<file path="src/rtl/enc_width_converter_32to16_pkg.sv">
// Shared encoder definitions: datapath widths and the one-hot output stage
// states used by the 32-to-16 width converter.
package enc_width_converter_32to16_pkg;

   localparam int ENC_IN_WIDTH  = 32;
   localparam int ENC_OUT_WIDTH = 16;

   typedef enum logic [2:0] {
      ST_EMPTY = 3'b001,
      ST_UPPER = 3'b010,
      ST_LOWER = 3'b100
   } conv_state_e;

   // True when the half currently presented is the last half of its word,
   // so an output fire in this state retires the whole word.
   function automatic logic is_final_half(input conv_state_e st, input logic half_only);
      return (st == ST_LOWER) || ((st == ST_UPPER) && half_only);
   endfunction

endpackage

</file>
<file path="src/rtl/enc_width_converter_32to16_skid_reg.sv">
// Single-entry skid register holding one source word with its frame flags.
// The owner guarantees write and clear are never requested together.
module enc_skid_reg #(
   parameter int Width = 32
) (
   input  logic             iClock,
   input  logic             iReset,
   input  logic             iWrite,
   input  logic             iClear,
   input  logic [Width-1:0] iWord,
   input  logic             iLast,
   input  logic             iHalfOnly,
   output logic [Width-1:0] oWord,
   output logic             oLast,
   output logic             oHalfOnly,
   output logic             oValid
);

   logic [Width-1:0] word_q, word_d;
   logic             last_q, last_d;
   logic             half_q, half_d;
   logic             valid_q, valid_d;

   // Capture a word on write, drop the valid flag when the word is taken.
   always_comb begin
      word_d  = word_q;
      last_d  = last_q;
      half_d  = half_q;
      valid_d = valid_q;
      if (iClear) begin
         valid_d = 1'b0;
      end
      if (iWrite) begin
         word_d  = iWord;
         last_d  = iLast;
         half_d  = iHalfOnly;
         valid_d = 1'b1;
      end
   end

   // Register the entry; reset empties it and clears the stored contents.
   always_ff @(posedge iClock) begin
      if (iReset) begin
         word_q  <= '0;
         last_q  <= 1'b0;
         half_q  <= 1'b0;
         valid_q <= 1'b0;
      end else begin
         word_q  <= word_d;
         last_q  <= last_d;
         half_q  <= half_d;
         valid_q <= valid_d;
      end
   end

   assign oWord     = word_q;
   assign oLast     = last_q;
   assign oHalfOnly = half_q;
   assign oValid    = valid_q;

endmodule

</file>
<file path="src/rtl/enc_width_converter_32to16.sv">
// Splits each source word into two halves, upper half first, toward the
// encoder. A one-word skid register decouples the source ready from the
// encoder ready so that ready stays purely registered, yet a half can still
// be emitted every cycle. Last words flagged half-only emit the upper half alone.
// InputDataWidth must be exactly twice OutputDataWidth.
module enc_width_converter_32to16
   import enc_width_converter_32to16_pkg::*;
#(
   parameter int InputDataWidth  = ENC_IN_WIDTH,
   parameter int OutputDataWidth = ENC_OUT_WIDTH
) (
   input  logic                       iClock,
   input  logic                       iReset,
   input  logic                       iSrcDataValid,
   input  logic                       iSrcDataLast,
   input  logic                       iSrcHalfOnly,
   input  logic [InputDataWidth-1:0]  iSrcData,
   output logic                       oConverterReady,
   output logic                       oConvertedDataValid,
   output logic                       oConvertedDataLast,
   output logic [OutputDataWidth-1:0] oConvertedData,
   input  logic                       iDstReady
);

   conv_state_e               state_q, state_d;
   logic [InputDataWidth-1:0] word_q, word_d;
   logic                      last_q, last_d;
   logic                      half_q, half_d;

   logic                      src_half_only;
   logic                      src_fire;
   logic                      out_fire;
   logic                      stage_busy;
   logic                      completing;
   logic                      buf_write;
   logic                      buf_clear;
   logic [InputDataWidth-1:0] buf_word;
   logic                      buf_last;
   logic                      buf_half;
   logic                      buf_valid;

   // Half-only is only honoured on the last word of a frame.
   assign src_half_only   = iSrcHalfOnly & iSrcDataLast;
   assign oConverterReady = ~buf_valid;
   assign src_fire        = iSrcDataValid & ~buf_valid;
   assign stage_busy      = (state_q != ST_EMPTY);
   assign out_fire        = stage_busy & iDstReady;
   assign completing      = out_fire & is_final_half(state_q, half_q);
   assign buf_write       = src_fire & stage_busy & ~completing;
   assign buf_clear       = completing & buf_valid;

   enc_skid_reg #(
      .Width(InputDataWidth)
   ) u_skid (
      .iClock   (iClock),
      .iReset   (iReset),
      .iWrite   (buf_write),
      .iClear   (buf_clear),
      .iWord    (iSrcData),
      .iLast    (iSrcDataLast),
      .iHalfOnly(src_half_only),
      .oWord    (buf_word),
      .oLast    (buf_last),
      .oHalfOnly(buf_half),
      .oValid   (buf_valid)
   );

   // Output stage sequencing: load when empty, advance on output fire, and on
   // word completion refill from the skid entry first, then from the source.
   always_comb begin
      state_d = state_q;
      word_d  = word_q;
      last_d  = last_q;
      half_d  = half_q;
      case (state_q)
         ST_EMPTY: begin
            if (src_fire) begin
               word_d  = iSrcData;
               last_d  = iSrcDataLast;
               half_d  = src_half_only;
               state_d = ST_UPPER;
            end
         end
         ST_UPPER, ST_LOWER: begin
            if (completing) begin
               if (buf_valid) begin
                  word_d  = buf_word;
                  last_d  = buf_last;
                  half_d  = buf_half;
                  state_d = ST_UPPER;
               end else if (src_fire) begin
                  word_d  = iSrcData;
                  last_d  = iSrcDataLast;
                  half_d  = src_half_only;
                  state_d = ST_UPPER;
               end else begin
                  state_d = ST_EMPTY;
               end
            end else if (out_fire) begin
               state_d = ST_LOWER;
            end
         end
         default: begin
            state_d = ST_EMPTY;
         end
      endcase
   end

   // Output stage register; reset discards any word in flight.
   always_ff @(posedge iClock) begin
      if (iReset) begin
         state_q <= ST_EMPTY;
         word_q  <= '0;
         last_q  <= 1'b0;
         half_q  <= 1'b0;
      end else begin
         state_q <= state_d;
         word_q  <= word_d;
         last_q  <= last_d;
         half_q  <= half_d;
      end
   end

   // Present the half selected by the state; outputs are quiet when empty.
   always_comb begin
      oConvertedDataValid = 1'b0;
      oConvertedDataLast  = 1'b0;
      oConvertedData      = '0;
      case (state_q)
         ST_UPPER: begin
            oConvertedDataValid = 1'b1;
            oConvertedData      = word_q[InputDataWidth-1:OutputDataWidth];
            oConvertedDataLast  = last_q & half_q;
         end
         ST_LOWER: begin
            oConvertedDataValid = 1'b1;
            oConvertedData      = word_q[OutputDataWidth-1:0];
            oConvertedDataLast  = last_q;
         end
         default: begin
         end
      endcase
   end

endmodule

</file>
<file path="config.mk">
export PLATFORM = sky130hd
export DESIGN_NAME = enc_width_converter_32to16
export DESIGN_NICKNAME = d
export VERILOG_FILES = /design/src/rtl/enc_width_converter_32to16_pkg.sv /design/src/rtl/enc_width_converter_32to16_skid_reg.sv /design/src/rtl/enc_width_converter_32to16.sv
export SDC_FILE = /design/constraint.sdc
export NUM_CORES = 1
export LEC_CHECK = 0
export CAP_MARGIN = 20
export CORE_MARGIN = 2
export CORE_UTILIZATION = 40
export DETAILED_ROUTE_END_ITERATION = 7
export DONT_BUFFER_PORTS = 1
export PLACE_DENSITY = 0.65
export SYNTH_ARGS = -nofsm -noshare
export SYNTH_HDL_FRONTEND = slang
export SYNTH_HIERARCHICAL = 1
export SYNTH_SLANG_ARGS = --single-unit
</file>
<file path="constraint.sdc">
create_clock -name iClock -period 3.02 [get_ports iClock]
set_input_delay 0.151 -clock iClock [delete_from_list [all_inputs] [get_ports iClock]]
set_output_delay 0.151 -clock iClock [all_outputs]
set_load 0.02 [all_outputs]
</file>
==> results of run 1 <==
[per-stage QoR]
stage / hold WS, ns / power (W)
finish: 0.0329 / 0.00235
global route: 0.0312 / 0.00247
CTS: 0.0134 / 0.00238
detailed placement: 0.228 / 0.00157
global placement: 0.225 / 0.00156
floorplan: 0.228 / 0.00151
[per-layer routing]
| layer | up-vias | routed length, µm | GRT usage (%) |
|---|---|---|---|
| met3 | 17 | 368 | 4.53 |
| met4 | 0 | 225 | 8.76 |
| met2 | 54 | 3870 | 28.5 |
| li1 | 1231 | - | - |
| met1 | 1184 | 3900 | 23.8 |
| met5 | - | 0 | 0 |
[cells in the mapped netlist (2+ instances only)]
library cell | n | share of area, %
a21oi_1 | 4 | 0.57
a22o_1 | 16 | 4.0
and2_1 | 2 | 0.36
buf_12 | 3 | 1.7
buf_2 | 13 | 1.9
buf_6 | 5 | 1.6
clkbuf_1 | 4 | 0.43
dfxtp_1 | 72 | 41
inv_1 | 4 | 0.43
mux2_2 | 34 | 11
mux2i_1 | 68 | 19
nand2b_1 | 4 | 0.71
nor2_1 | 38 | 4.1
nor2b_1 | 2 | 0.36
nor3_1 | 2 | 0.28
nor3b_1 | 3 | 0.64
nor3b_4 | 2 | 1.1
o2bb2ai_1 | 34 | 8.5
[cell families (layout without fill, tap and decap cells)]
family          Yosys count  after routing  synth area share (%)
simple gates             56             56                  8.08
flops                    72             72                  41.0
compound gates           61             61                  14.6
mux                     102            102                  30.3
buf+inv                  29             60                  6.02
[power groups by stage]
stage | combinational, W | sequential (W) | clock (W)
2_1_floorplan | 0.000386 | 0.00113 | 0
3_3_place_gp | 0.000409 | 0.00115 | 0
3_5_place_dp | 0.000419 | 0.00115 | 0
4_1_cts | 0.000470 | 0.00113 | 0.000774
5_1_grt | 0.000514 | 0.00115 | 0.000811
6_report | 0.000467 | 0.00113 | 0.000749
[area by class of cell]
class	count	area [µm²]	area share (%)
clock buffer	11	151	3.69
inverter	4	15.0	0.366
sequential	72	1440	35.1
tap	108	135	3.29
multi-input combinational	219	1890	46.1
clock inverter	3	42.5	1.04
timing repair buffer	42	425	10.4
[sequential cells by signal, indices dropped and copies added, names as in the netlist]
register / count
state_q: 3
last_q: 1
word_q: 32
u_skid/oLast: 1
u_skid/oHalfOnly: 1
half_q: 1
u_skid/oWord: 32
u_skid/oValid: 1
[critical path, stage by stage (launching register included)]
cell and delay (ns):
dfxtp_1 0.51, nor3b_1 0.75, nor3_2 0.14, buf_12 0.25, mux2i_1 0.17, nor2_1 0.05
dlygate4sd3_1 0.55
[final timing paths]
path / start / endpoint / slack (ns) / cells past startpoint
worst max-delay path: state_q[0]$_SDFFE_PP1P_ / u_skid/oWord[7]$_SDFFE_PP0P_ / 0.48 / 6
worst min-delay path: iDstReady / state_q[2]$_SDFFE_PP0P_ / 0.03 / 3
worst max register to register: state_q[0]$_SDFFE_PP1P_ / u_skid/oWord[7]$_SDFFE_PP0P_ / 0.48 / 6
worst min register to register: last_q$_SDFFE_PP0P_ / last_q$_SDFFE_PP0P_ / 0.49 / 1
==> impl_metrics.json, run 1 <==
{
  "status": "completed",
  "die_w_um": 97.7,
  "nNetsFinal": 386,
  "core_area_um2": 8640,
  "clock-sinks": 72,
  "fill_cells": 803,
  "maxCapViolations": 0,
  "hold_viol": 0,
  "dp_hpwl_mm": 4.91,
  "rsz0062_at_grt": "no",
  "dr.pass1.iters": 4,
  "antenna_found_initial": 0,
  "ys_seq_elements": 72,
  "cp.required_ns": 3.25,
  "p_leak_nw": 1.69,
  "cts_tree": "built",
  "antenna_cells": 0,
  "stdcell_area_um2": 4100,
  "ant_nets": 0,
  "ys.warnings.count": 6,
  "clockBufferDepth": 2,
  "cellInternalPower_w": 0.00171,
  "slew_headroom_pct": 42.4,
  "syn_area_per_cell_um2": 11.0,
  "chipHeight_um": 97.7,
  "worstPathMaxFanout": 35,
  "grt_pass1_wl_mm": 14.0,
  "cp-start-kind": "flip-flop",
  "slew_violations": 0,
  "grt_max_degree": 40,
  "clk_pin_slew_ns": 0.07,
  "worst_slack_ns": 0.481,
  "setup_violations": 0,
  "combPwrFrac_pct": 19.9,
  "max_clock_freq_mhz": 394,
  "p_sw_w": 0.000640,
  "drt_iter0_markers": 101,
  "layout_common_cells": "72 x dfxtp_1, 68 x mux2i_1, 38 x nor2_1",
  "place_congestion": 0.819,
  "rows": 34,
  "htree_num_levels": 3,
  "irDropWorstVdd_uv": 232,
  "async_flop_share_pct": 0,
  "p_per_area_nw_per_um2": 573,
  "start_util_pct": 40.7,
  "overflow": 0,
  "viasPerCell": 5.42,
  "syn-num-nets": 358,
  "cp_data_arrival_time_ns": 2.77,
  "p_sw_share_pct": 27.2,
  "cts_buffers": 9,
  "io_buffers": 0,
  "vias": 2486,
  "final_util_pct": 47.5,
  "worst_setup_path_end_kind": "flip-flop",
  "syn_area_um2": 3510,
  "final_common_cell": "dfxtp_1",
  "ctsHoldBuffers": 35,
  "drt_wl_total_mm": 8.36,
  "clockPowerShare_pct": 31.9,
  "ys_seq_area_share_pct": 41.0,
  "route.detailed.drc": 0,
  "place_area_um2": 3550,
  "setup-tns-final_ns": 0,
  "wl_per_cell_um": 18.2,
  "io_pins": 57,
  "fin_crit_ns": 2.54,
  "seqPwrFrac_pct": 48.3,
  "hp-class": "in -> reg",
  "synth_cells": 320,
  "worst_slew_pin_slew_ns": 0.862,
  "place_inst": 410,
  "layout-drive-gt1-share_pct": 18.2,
  "cts_resized": 0,
  "timing.final.crit_share_pct": 84.1,
  "clock_skew_ns": 0.00733,
  "grt_pass1_vias": 2611,
  "synth_ff_type": "dfxtp_1",
  "grt_usage_pct": 18.3,
  "final_cells": 459,
  "die_area_um2": 9550,
  "clock_latency_ns": 0.34,
  "cts-root-buf": "clkbuf_8",
  "post_cts_buffers": 0,
  "setup.worst_path.class": "reg -> reg",
  "syn_to_final_growth_pct": 16.7,
  "dpl_worst_slack_ns": 1.03,
  "synth_edf_count": 0,
  "synthDistinctLibCells": 28
}
No activity file was read; power rests on OpenSTA's default activity.
==> run 2: changes to the inputs <==
Settings changed: PLACE_DENSITY 0.65 to 0.67.
Clock period 3.02 ns to 2.2 ns, I/O delays scaled along.
==> impl_metrics.json, run 2 (synthesis results as in run 1) <==
{
  "wl_per_cell_um": 18.8,
  "start_util_pct": 40.7,
  "die_area_um2": 9550,
  "status": "completed",
  "syn_to_final_growth_pct": 18.2,
  "dr.pass1.iters": 4,
  "grt_usage_pct": 18.8,
  "nNetsFinal": 392,
  "timing.final.crit_share_pct": 91.2,
  "drt_iter0_markers": 124,
  "p_leak_nw": 1.73,
  "htree_num_levels": 3,
  "layout-drive-gt1-share_pct": 19.5,
  "timing.rr.start": "state_q[1]$_SDFFE_PP0P_",
  "clk_pin_slew_ns": 0.07,
  "slew_headroom_pct": 54.3,
  "cp-start-kind": "flip-flop",
  "rsz0062_at_grt": "no",
  "clockBufferDepth": 2,
  "core_area_um2": 8640,
  "slew_violations": 0,
  "setup_violations": 0,
  "grt_pass1_vias": 2676,
  "setup-tns-final_ns": 0,
  "grt_pass1_wl_mm": 14.2,
  "setup.worst_path.class": "reg -> reg",
  "maxCapViolations": 0,
  "min_to": "word_q[5]$_SDFFE_PP0P_",
  "hold_viol": 0,
  "chipHeight_um": 97.7,
  "ant_nets": 0,
  "min_path_cells": 2,
  "cts_resized": 0,
  "final_common_cell": "dfxtp_1",
  "rrSetupSlack_ns": 0.19,
  "viasPerCell": 5.55,
  "r2r_cells": 5,
  "holdCritStartpoint": "iReset",
  "worst_r2r_endpoint": "word_q[22]$_SDFFE_PP0P_",
  "route.detailed.drc": 0,
  "fill_cells": 795,
  "grt_max_degree": 39,
  "layout_common_cells": "72 x dfxtp_1, 68 x mux2i_1, 38 x nor2_1",
  "cp_data_arrival_time_ns": 2.27,
  "hold_ws_ns": 0.0246,
  "cts_buffers": 9,
  "multi_input_area_um2": 1890,
  "antenna_found_initial": 1,
  "total_power_w": 0.00328,
  "cts-root-buf": "clkbuf_8",
  "max_clock_freq_mhz": 499,
  "p_per_area_nw_per_um2": 789,
  "io_pins": 57,
  "ctsHoldBuffers": 35,
  "cts_tree": "built",
  "seq_area_um2": 1440,
  "drt_wl_total_mm": 8.80,
  "clock_skew_ns": 0.00574,
  "io_buffers": 0,
  "worst_slew_pin_slew_ns": 0.684,
  "irDropWorstVdd_uv": 311,
  "hp-class": "in -> reg",
  "vias": 2598,
  "dp_hpwl_mm": 5.46,
  "worst_setup_path_end_kind": "flip-flop",
  "cp.required_ns": 2.47,
  "overflow": 0,
  "rows": 34,
  "clock_latency_ns": 0.34,
  "place_congestion": 0.778,
  "fin_crit_ns": 2.01,
  "post_cts_buffers": 0,
  "die_w_um": 97.7,
  "worstPathMaxFanout": 15,
  "clock-sinks": 72
}
## run 2: changes by cell type in the layout (fill, tap and decap cells not counted), sizes merged
cell	before	now
clkinvlp	1	0
diode	0	1
buf	8	14
clkbuf	11	13
clkinv	1	2
## run 2: area by class of cell
class,instances,share of cell area (%)
antenna,1,0.0602
tap,108,3.25
clock inverter,3,0.964
sequential,72,34.7
clock buffer,13,3.83
multi-input combinational,219,45.5
timing repair buffer,48,11.3
inverter,4,0.361
## run 2: worst max path at each step
stage | start | end | depth (start not counted)
2_1_floorplan | state_q[0]$_SDFFE_PP1P_ | u_skid/oWord[10]$_SDFFE_PP0P_ | 7
3_3_place_gp | state_q[1]$_SDFFE_PP0P_ | last_q$_SDFFE_PP0P_ | 5
3_5_place_dp | state_q[1]$_SDFFE_PP0P_ | word_q[12]$_SDFFE_PP0P_ | 5
4_1_cts | state_q[1]$_SDFFE_PP0P_ | oConvertedDataLast | 4
5_1_grt | state_q[1]$_SDFFE_PP0P_ | word_q[22]$_SDFFE_PP0P_ | 5
6_report | state_q[1]$_SDFFE_PP0P_ | word_q[22]$_SDFFE_PP0P_ | 5
## run 2: routing by layer
layer  routed length, µm  track usage [%]
met1                4020             23.4
met4                 131             7.05
met3                 445             5.90
met2                4200             30.8
met5                   0                0
## run 2: worst max-delay path: stages (launching register included)
cell	delay, ns
dfxtp_1	0.48
nand2b_1	0.18
a21oi_1	0.20
nor3_4	0.63
buf_4	0.32
o2bb2ai_1	0.13
## run 2: power by group
group | internal [W] | switching (W)
Combinational | 0.000343 | 0.000321
Clock | 0.000583 | 0.000470
Sequential | 0.00145 | 0.000113
Total | 0.00237 | 0.000905
## run 2: through the flow
step / util, % / area, µm² / instances / setup WS [ns]
6_report: 48.1 / 4150 / 468 / 0.194
2_1_floorplan: - / 3510 / 320 / 0.587
5_1_grt: 48.1 / 4150 / 468 / 0.0404
4_1_cts: 48.1 / 4150 / 467 / 0.187
3_3_place_gp: 41.6 / 3590 / 416 / 0.248
3_5_place_dp: 41.6 / 3590 / 416 / 0.234
